`src/rtl/raster_sequencer_if.sv`:
```
// Triangle-stream and rasterizer-control bundle for raster_sequencer.
// The master modport is the sequencer; slave is the upstream source plus rasterizer.
interface raster_sequencer_if #(
  parameter int VERT_RESOLUTION  = 60,
  parameter int HORIZ_RESOLUTION = 80
);
  localparam int XW = $clog2(HORIZ_RESOLUTION);
  localparam int YW = $clog2(VERT_RESOLUTION);

  logic                 i_tri_valid;
  logic                 o_tri_ready;
  logic [3*(XW+YW)-1:0] i_tri_data;
  logic                 o_go;
  logic [XW-1:0]        o_p0_x;
  logic [XW-1:0]        o_p1_x;
  logic [XW-1:0]        o_p2_x;
  logic [YW-1:0]        o_p0_y;
  logic [YW-1:0]        o_p1_y;
  logic [YW-1:0]        o_p2_y;
  logic                 i_done;
  logic                 o_rast_srst_n;
  logic                 o_busy;
  logic [15:0]          o_tri_count;
  logic                 o_error;

  modport master (
    input  i_tri_valid, i_tri_data, i_done,
    output o_tri_ready, o_go, o_p0_x, o_p1_x, o_p2_x, o_p0_y, o_p1_y, o_p2_y,
    output o_rast_srst_n, o_busy, o_tri_count, o_error
  );

  modport slave (
    output i_tri_valid, i_tri_data, i_done,
    input  o_tri_ready, o_go, o_p0_x, o_p1_x, o_p2_x, o_p0_y, o_p1_y, o_p2_y,
    input  o_rast_srst_n, o_busy, o_tri_count, o_error
  );
endinterface

```
`src/rtl/raster_sequencer.sv`:
```
// Queues triangles and launches them one at a time into a rasterizer, counting
// completions on i_done rising edges and aborting runaway rasterizations on timeout.
module raster_sequencer #(
  parameter int VERT_RESOLUTION  = 60,
  parameter int HORIZ_RESOLUTION = 80,
  parameter int FIFO_DEPTH       = 4,
  parameter int TIMEOUT_CYCLES   = 8192
) (
  input  logic               i_clk,
  input  logic               i_rst,
  raster_sequencer_if.master bus
);
  localparam int YW = $clog2(VERT_RESOLUTION);
  localparam int XW = $clog2(HORIZ_RESOLUTION);
  localparam int DW = 3 * (XW + YW);
  localparam int PW = $clog2(FIFO_DEPTH);
  localparam int CW = PW + 1;
  localparam int TW = $clog2(TIMEOUT_CYCLES);

  typedef enum logic [1:0] {
    ST_IDLE,
    ST_BUSY,
    ST_RECOVER
  } state_t;

  state_t        r_state;
  state_t        w_state_next;
  logic [DW-1:0] r_fifo [FIFO_DEPTH];
  logic [PW-1:0] r_wr_ptr;
  logic [PW-1:0] r_rd_ptr;
  logic [CW-1:0] r_count;
  logic [DW-1:0] r_tri;
  logic          r_go;
  logic          r_srst_n;
  logic          r_error;
  logic          r_done_q;
  logic [15:0]   r_tri_count;
  logic [TW-1:0] r_timer;

  logic          w_full;
  logic          w_empty;
  logic          w_push;
  logic          w_pop;
  logic          w_done_rise;
  logic          w_timeout;
  logic          w_go_next;
  logic          w_srst_n_next;
  logic          w_complete;
  logic          w_abort;
  logic [TW-1:0] w_timer_next;

  assign w_full      = (r_count == CW'(FIFO_DEPTH));
  assign w_empty     = (r_count == '0);
  assign w_push      = bus.i_tri_valid && !w_full;
  assign w_done_rise = bus.i_done && !r_done_q;
  assign w_timeout   = (r_timer == TW'(TIMEOUT_CYCLES - 1));

  // A completion edge is checked before the timeout so a finish on the last
  // allowed cycle still counts as a normal completion.
  always_comb begin
    w_state_next  = r_state;
    w_pop         = 1'b0;
    w_go_next     = 1'b0;
    w_srst_n_next = 1'b1;
    w_complete    = 1'b0;
    w_abort       = 1'b0;
    w_timer_next  = '0;
    case (r_state)
      ST_IDLE: begin
        if (!w_empty) begin
          w_pop        = 1'b1;
          w_go_next    = 1'b1;
          w_state_next = ST_BUSY;
        end
      end
      ST_BUSY: begin
        if (w_done_rise) begin
          w_complete   = 1'b1;
          w_state_next = ST_IDLE;
        end else if (w_timeout) begin
          w_abort       = 1'b1;
          w_srst_n_next = 1'b0;
          w_state_next  = ST_RECOVER;
        end else begin
          w_timer_next = r_timer + TW'(1);
        end
      end
      ST_RECOVER: begin
        w_state_next = ST_IDLE;
      end
      default: begin
        w_state_next = ST_IDLE;
      end
    endcase
  end

  always_ff @(posedge i_clk or posedge i_rst) begin
    if (i_rst) begin
      r_state <= ST_IDLE;
    end else begin
      r_state <= w_state_next;
    end
  end

  always_ff @(posedge i_clk or posedge i_rst) begin
    if (i_rst) begin
      r_wr_ptr    <= '0;
      r_rd_ptr    <= '0;
      r_count     <= '0;
      r_tri       <= '0;
      r_go        <= 1'b0;
      r_srst_n    <= 1'b0;
      r_error     <= 1'b0;
      r_done_q    <= 1'b0;
      r_tri_count <= '0;
      r_timer     <= '0;
    end else begin
      r_done_q <= bus.i_done;
      r_go     <= w_go_next;
      r_srst_n <= w_srst_n_next;
      r_timer  <= w_timer_next;
      r_count  <= r_count + CW'(w_push) - CW'(w_pop);
      if (w_push) begin
        r_wr_ptr <= r_wr_ptr + PW'(1);
      end
      if (w_pop) begin
        r_rd_ptr <= r_rd_ptr + PW'(1);
        r_tri    <= r_fifo[r_rd_ptr];
      end
      if (w_complete) begin
        r_tri_count <= r_tri_count + 16'd1;
      end
      if (w_abort) begin
        r_error <= 1'b1;
      end
    end
  end

  // Storage needs no reset; emptiness is tracked entirely by r_count.
  always_ff @(posedge i_clk) begin
    if (w_push) begin
      r_fifo[r_wr_ptr] <= bus.i_tri_data;
    end
  end

  assign bus.o_tri_ready   = !w_full;
  assign bus.o_go          = r_go;
  assign bus.o_p0_x        = r_tri[XW-1:0];
  assign bus.o_p0_y        = r_tri[XW+YW-1:XW];
  assign bus.o_p1_x        = r_tri[(XW+YW)+XW-1:(XW+YW)];
  assign bus.o_p1_y        = r_tri[2*(XW+YW)-1:(XW+YW)+XW];
  assign bus.o_p2_x        = r_tri[2*(XW+YW)+XW-1:2*(XW+YW)];
  assign bus.o_p2_y        = r_tri[3*(XW+YW)-1:2*(XW+YW)+XW];
  assign bus.o_rast_srst_n = r_srst_n;
  assign bus.o_busy        = (r_state != ST_IDLE) || !w_empty;
  assign bus.o_tri_count   = r_tri_count;
  assign bus.o_error       = r_error;
endmodule

```
`src/flat_wrapper.sv`:
```
// flat-port wrapper written by rule: the top's interface ports become plain ports
module raster_sequencer_flat 
#(
  parameter int VERT_RESOLUTION  = 60,
  parameter int HORIZ_RESOLUTION = 80,
  parameter int FIFO_DEPTH       = 4,
  parameter int TIMEOUT_CYCLES   = 8192
)
  (i_clk, i_rst, bus_i_tri_valid, bus_i_tri_data, bus_i_done, bus_o_tri_ready, bus_o_go, bus_o_p0_x, bus_o_p1_x, bus_o_p2_x, bus_o_p0_y, bus_o_p1_y, bus_o_p2_y, bus_o_rast_srst_n, bus_o_busy, bus_o_tri_count, bus_o_error);
  raster_sequencer_if #(.VERT_RESOLUTION(VERT_RESOLUTION), .HORIZ_RESOLUTION(HORIZ_RESOLUTION)) bus_i ();
  input  logic i_clk;
  input  logic i_rst;
  input wire logic [$bits(bus_i.i_tri_valid)-1:0] bus_i_tri_valid;
  input wire logic [$bits(bus_i.i_tri_data)-1:0] bus_i_tri_data;
  input wire logic [$bits(bus_i.i_done)-1:0] bus_i_done;
  output wire logic [$bits(bus_i.o_tri_ready)-1:0] bus_o_tri_ready;
  output wire logic [$bits(bus_i.o_go)-1:0] bus_o_go;
  output wire logic [$bits(bus_i.o_p0_x)-1:0] bus_o_p0_x;
  output wire logic [$bits(bus_i.o_p1_x)-1:0] bus_o_p1_x;
  output wire logic [$bits(bus_i.o_p2_x)-1:0] bus_o_p2_x;
  output wire logic [$bits(bus_i.o_p0_y)-1:0] bus_o_p0_y;
  output wire logic [$bits(bus_i.o_p1_y)-1:0] bus_o_p1_y;
  output wire logic [$bits(bus_i.o_p2_y)-1:0] bus_o_p2_y;
  output wire logic [$bits(bus_i.o_rast_srst_n)-1:0] bus_o_rast_srst_n;
  output wire logic [$bits(bus_i.o_busy)-1:0] bus_o_busy;
  output wire logic [$bits(bus_i.o_tri_count)-1:0] bus_o_tri_count;
  output wire logic [$bits(bus_i.o_error)-1:0] bus_o_error;
  assign bus_i.i_tri_valid = bus_i_tri_valid;
  assign bus_i.i_tri_data = bus_i_tri_data;
  assign bus_i.i_done = bus_i_done;
  assign bus_o_tri_ready = bus_i.o_tri_ready;
  assign bus_o_go = bus_i.o_go;
  assign bus_o_p0_x = bus_i.o_p0_x;
  assign bus_o_p1_x = bus_i.o_p1_x;
  assign bus_o_p2_x = bus_i.o_p2_x;
  assign bus_o_p0_y = bus_i.o_p0_y;
  assign bus_o_p1_y = bus_i.o_p1_y;
  assign bus_o_p2_y = bus_i.o_p2_y;
  assign bus_o_rast_srst_n = bus_i.o_rast_srst_n;
  assign bus_o_busy = bus_i.o_busy;
  assign bus_o_tri_count = bus_i.o_tri_count;
  assign bus_o_error = bus_i.o_error;
  raster_sequencer #(.VERT_RESOLUTION(VERT_RESOLUTION), .HORIZ_RESOLUTION(HORIZ_RESOLUTION), .FIFO_DEPTH(FIFO_DEPTH), .TIMEOUT_CYCLES(TIMEOUT_CYCLES)) u_core (.i_clk(i_clk), .i_rst(i_rst), .bus(bus_i));
endmodule
```
`config.mk`:
```
export PLATFORM = sky130hd
export DESIGN_NAME = raster_sequencer_flat
export DESIGN_NICKNAME = d
export VERILOG_FILES = /design/src/rtl/raster_sequencer_if.sv /design/src/rtl/raster_sequencer.sv /design/src/flat_wrapper.sv
export SDC_FILE = /design/constraint.sdc
export NUM_CORES = 1
export LEC_CHECK = 0
export CAP_MARGIN = 20
export CORE_AREA = 2 2 131 133
export DETAILED_ROUTE_END_ITERATION = 8
export DIE_AREA = 0 0 133 135
export PLACE_DENSITY_LB_ADDON = 0.25
export SKIP_CTS_REPAIR_TIMING = 1
export SLEW_MARGIN = 20
export SYNTH_ARGS = -nofsm -noshare
export SYNTH_HDL_FRONTEND = slang
export SYNTH_SLANG_ARGS = --single-unit
```
`constraint.sdc`:
```
create_clock -name i_clk -period 2.8 [get_ports i_clk]
set_input_delay 0.28 -clock i_clk [delete_from_list [all_inputs] [get_ports i_clk]]
set_output_delay 0.28 -clock i_clk [all_outputs]
set_load 0.02 [all_outputs]
```
==> Yosys cells after proc, flatten, opt, wreduce, memory -nomap -nowiden <==
Memories as Yosys holds them, arrays and structs flattened. A register that Yosys moved wholly into a read port is not among the register bits.
Index checks and enable logic that the tools add are counted.
{ "op_classes": {"n_addsub": 6, "reduce_logical": 10, "n_mux": 19, "eq_ne": 5} }
{ "ops": {"columns": ["operator", "count"], "rows": [
  ["2-to-1 mux 13 bit", 3],
  ["adder 16 x 1 -> 16 bit, second input constant", 1],
  ["adder 13 x 1 -> 13 bit, second input constant", 1],
  ["== test 13 bit, second input constant", 1],
  ["2-to-1 mux 1 bit", 12],
  ["2-to-1 mux 2 bit", 3],
  ["adder 2 x 1 -> 2 bit, second input constant", 2],
  ["one-hot mux 2 bit (2 select lines)", 1],
  ["adder 3 x 1 -> 3 bit", 1],
  ["== test 3 bit, second input constant", 1],
  ["zero test 1 bit", 3],
  ["zero test 3 bit", 1],
  ["!= test 3 x 1 -> 1 bit, second input constant", 1],
  ["subtractor 3 x 1 -> 3 bit", 1],
  ["== test 2 x 1 -> 1 bit, second input constant", 1],
  ["logical AND 1 bit", 2],
  ["zero test 2 bit", 1],
  ["!= test 2 bit, second input constant", 1],
  ["AND reduction 2 bit", 1],
  ["nonzero test 2 bit", 1],
  ["logical OR 1 bit", 1]
]} }
{ "word_totals": {"regBits": 42, "wordCells": 51, "ramBits": 156, "mem_count": 1, "out_inout_bits": 60, "input_bits": 43} }
{ "memory_table": {"columns": ["memory", "depth", "width", "rd", "rd_ports_with_merged_regs", "write_ports", "line_no", "rtl"], "rows": [
  ["u_core.r_fifo", 4, 39, 1, 1, 1, "raster_sequencer.sv:28", "logic [DW-1:0] r_fifo [FIFO_DEPTH];"]
]} }

==> Logic depth before layout (Yosys ltp) <==
{ "logic_depth": {"ltp_word": 5, "mapped_depth": 10, "mapped_depth_nobuf": 9} }

==> Worst setup path before layout <==
Ideal clock, no wire load.
{ "synth_timing": {"path_type": "flip-flop to flip-flop", "from": "register u_core.r_count[2]", "to": "register u_core.r_count[2]", "synth_period_minus_slack_ns": 2.267, "t_arrival_ns": 2.144, "stages_incl_launch_ff": 11, "path_slack_ns": 0.533, "n_path_buf": 1, "setup_ns": 0.123, "required_ns": 2.677, "cell_sequence": "dfrtp_1 > nor3_1 > nand2b_1 > inv_1 > buf_2 > ha_1 > inv_1 > ha_1 > fa_1 > xor2_1 > xnor2_1"} }
{ "synth_via": {"elab_cells_between_ends": 8, "cone_classes": "add/sub: 2; eq/ne: 1; mux: 2; reduce/logical: 3"} }
{ "synth_lines": {"columns": ["element", "line_no", "rtl"], "rows": [
  ["start, declared", "raster_sequencer.sv:31", "logic [CW-1:0] r_count;"],
  ["start signal, assigned", "raster_sequencer.sv:122", "r_count <= r_count + CW'(w_push) - CW'(w_pop);"],
  ["zero test 3 bit", "raster_sequencer.sv:53", "assign w_empty = (r_count == '0);"],
  ["2-to-1 mux 1 bit (2 in series)", null, null],
  ["net u_core.w_go_next", "raster_sequencer.sv:46", "logic w_go_next;"],
  ["subtractor 3 x 1 -> 3 bit", "raster_sequencer.sv:122", null]
]} }
The timed path passes the listed nets, and every way through them passes these cells.
A chain may end at the register's enable or synchronous reset.

==> Final worst setup path <==
{ "layout_timing": {"from": "register u_core.r_count[2]", "to": "register u_core.r_count[2]"} }
{ "layout_via": {"elab_chain_len": 5, "elab_cells_between_ends": 8, "cone_classes": "add/sub: 2; eq/ne: 1; mux: 2; reduce/logical: 3"} }
{ "layout_lines": {"columns": ["element", "line_no", "rtl"], "rows": [
  ["== test 3 bit", "raster_sequencer.sv:52", "assign w_full = (r_count == CW'(FIFO_DEPTH));"],
  ["zero test 1 bit", "raster_sequencer.sv:54", "assign w_push = bus.i_tri_valid && !w_full;"],
  ["logical AND 1 bit", "raster_sequencer.sv:54", null],
  ["adder 3 x 1 -> 3 bit", "raster_sequencer.sv:122", null],
  ["subtractor 3 x 1 -> 3 bit (*)", "raster_sequencer.sv:122", null]
]} }
Every way passes the cells marked *; elsewhere a longest branch is shown, timed or not.

==> results.yml <==
clock_network:
  cts_inserted_buffers: 25
  htree_levels: 1
  cts_tree: "yes"
  cts.sinks: 237
  clockBufferDepth: 3
  clock-root-buffer: "clkbuf_16"
  clkSlewWorstSetupHoldPaths_ns: 0.06
  clk_latency_ns: 0.50
worst_setup_path:
  critical_path.max_fanout: 3
  crit_type: "reg -> reg"
  r2r-start: "u_core.r_count[2]$_DFF_PP0_"
  cp.required_ns: 3.18
  cpMostUsedCell: "ha_1"
  reg2reg_slack_ns: 0.51
  r2r_end: "u_core.r_count[2]$_DFF_PP0_"
  cp.depth: 9
  critPathBufInv: 2
  crit_chain: "nor3_1 > nand2b_1 > inv_2 > ha_1 > inv_1 > ha_1 > fa_1 > xor2_1 > xnor2_1"
  start_kind: "register"
  cp_slowest_cell: "dfrtp_1"
  cp-end-kind: "register"
  cp_top_family: "adder cells"
  r2r_cells: 9
  max_stage_delay_ns: 0.41
  worstPathArrival_ns: 2.67
synthesis:
  synth_top_cells_by_count: "edfxtp_1 (156), dfrtp_1 (81), mux2_2 (41), mux4_2 (39), xnor2_1 (20)"
  synthesis.area_sq_um: 8970
  synth-simple-area-share_pct: 4.50
  yosysWarnings: 0
  muxShareOfSynthArea_pct: 14.9
  synth_xor_area_share_pct: 3.03
  synthAdderAreaFrac_pct: 1.34
  yosys.cell_count.top_type: "edfxtp_1"
  synth_compound_area_share_pct: 0
  ys_seq_elements: 237
  synth_async_sr_flop_share_pct: 34.2
  synth_cells: 458
  synth.avg_cell_area_sq_um: 19.6
  seq_area_frac_synth_pct: 74.8
  syn_nets: 510
  synth-edff-count: 156
  synth_cell_types: 30
  synth_top_cell_by_area: "edfxtp_1"
  synthFlopType: "edfxtp_1"
  yosysTopAreaCellShare_pct: 52.2
  synth_top_family_by_area: "multiplexers"
  netlist_top_cells_area: "edfxtp_1 (52%), dfrtp_1 (23%), mux4_2 (9.8%)"
sta:
  fin_crit_sh_pct: 81.9
  final_hold_viol_count: 0
  tightest_slew_ns: 0.688
  rsz0062_at_grt: "no"
  setup_viol: 0
  timing.final.max_slew_violations: 0
  timing.fmax_mhz: 436
  slew-limit-headroom_pct: 54.1
  skew_ns: 0.0151
  tns_ns: 0
  holdWs_ns: 0.251
  layout_min_cycle_time_ns: 2.29
die:
  fp.dieArea_sq_um: 18000
  num_rows: 47
  core_sq_um: 16400
  start_util_pct: 54.7
  die_x_um: 133
  die_h_um: 135
  io_pins: 103
finish:
  post-route-util_pct: 67.8
  fin_nets: 634
  syn2layout_area_growth_pct: 23.9
  antennaDiodeCount: 0
  drive_gt1_share_pct: 22.5
  fillers: 1075
power:
  peakVddDrop_v: 0.000580
  total_power_mw: 11.9
  powerDensity_nw_per_um2: 1070
  leakage_nw: 4.03
global_routing:
  grt_max_degree: 51
  first_global_vias: 4840
  gr-usage-all-layers_pct: 18.8
  grt_pass1_wl_mm: 26.1
  antenna_found_initial: 0
  gr-total-overflow: 0
detailed_routing:
  firstDrtPassIters: 6
  drc: 0
  vias: 4474
  wl_mm: 16.2
  wl_per_cell_um: 19.8
  via_per_inst: 5.46
  first_iter_violations: 251
  antenna_left: 0
min_path:
  hold_class: "in -> async"
flow_run:
  maxCapViolCount: 0
placement:
  io_buffer_count: 102
  place_hpwl_mm: 9.94
  routabilityCongestion: 0.770
outcome:
  status: "complete, no violations"
worst max path at each step:
| stage | start | slack (ns) | endpoint |
|---|---|---|---|
| 2_1_floorplan | i_rst | 0.44 | u_core.bus.o_error$_DFFE_PP0P_ |
| 3_3_place_gp | u_core.r_count[2]$_DFF_PP0_ | 0.71 | u_core.r_count[2]$_DFF_PP0_ |
| 3_5_place_dp | u_core.r_count[2]$_DFF_PP0_ | 0.51 | u_core.r_count[2]$_DFF_PP0_ |
| 4_1_cts | u_core.r_count[2]$_DFF_PP0_ | 0.50 | u_core.r_count[2]$_DFF_PP0_ |
| 5_1_grt | u_core.r_count[2]$_DFF_PP0_ | 0.40 | u_core.r_count[2]$_DFF_PP0_ |
| 6_report | u_core.r_count[2]$_DFF_PP0_ | 0.51 | u_core.r_count[2]$_DFF_PP0_ |
cell usage in the layout, fill, tap and decap left out, types with 2 or more instances in the layout:
master,n
and3_2,4
clkdlybuf4s50_1,102
nand3_1,9
nand4_1,6
clkbuf_1,10
and3_1,3
and4_1,4
nand2b_1,2
buf_12,6
clkinv_2,3
mux4_2,39
xor2_1,11
mux2_2,41
inv_1,11
buf_4,4
dfrtp_1,79
edfxtp_1,156
nand2_1,11
nor3_1,7
xnor2_1,20
clkinv_1,3
ha_1,8
clkbuf_16,25
clkbuf_8,2
nor2_1,18
kinds of logic (layout without fill, tap and decap cells):
logic type | count (synthesis) | in the layout
simple gates | 73 | 73
buf+inv | 28 | 170
flops | 237 | 237
mux | 80 | 80
xor+xnor | 31 | 31
fa+ha+maj | 9 | 9
report_power, final:
part / switching, mW / internal [mW]
sequential: 0.544 / 4.69
combinational: 1.67 / 1.93
clock: 1.24 / 1.80
cell type report:
type	instances	area (sq um)	share of cell area, %
sequential	237	6720	60.4
multi-input combinational	193	2140	19.3
timing repair buffer	112	1170	10.5
clock buffer	37	691	6.21
tap	220	275	2.48
clock inverter	8	72.6	0.653
inverter	13	51.3	0.461
flip-flops by register name, indices dropped and copies added, names as in the netlist:
name / cells
u_core.bus.o_rast_srst_n: 1
u_core.bus.o_error: 1
u_core.r_rd_ptr: 2
u_core.r_count: 3
u_core.r_fifo: 156
u_core.r_wr_ptr: 2
u_core.r_timer: 13
u_core.bus.o_go: 1
u_core.bus.o_tri_count: 16
u_core.r_state: 2
u_core.r_tri: 39
u_core.r_done_q: 1
layer usage:
| metal | routed length [um] | track usage (%) | share of wire, % |
|---|---|---|---|
| met3 | 710 | 3.30 | 4.4 |
| met1 | 7000 | 25.2 | 43 |
| met4 | 194 | 4.60 | 1.2 |
| met2 | 8340 | 32.6 | 51 |
| met5 | 0 | 0 | 0 |
per-stage QoR:
stage	instances	area (sq um)	setup slack [ns]
2_1_floorplan	458	8970	0.440
3_3_place_gp	775	10400	0.710
3_5_place_dp	775	10400	0.512
4_1_cts	820	11100	0.498
5_1_grt	820	11100	0.399
6_report	820	11100	0.507
(Power assumes the default switching activity.)
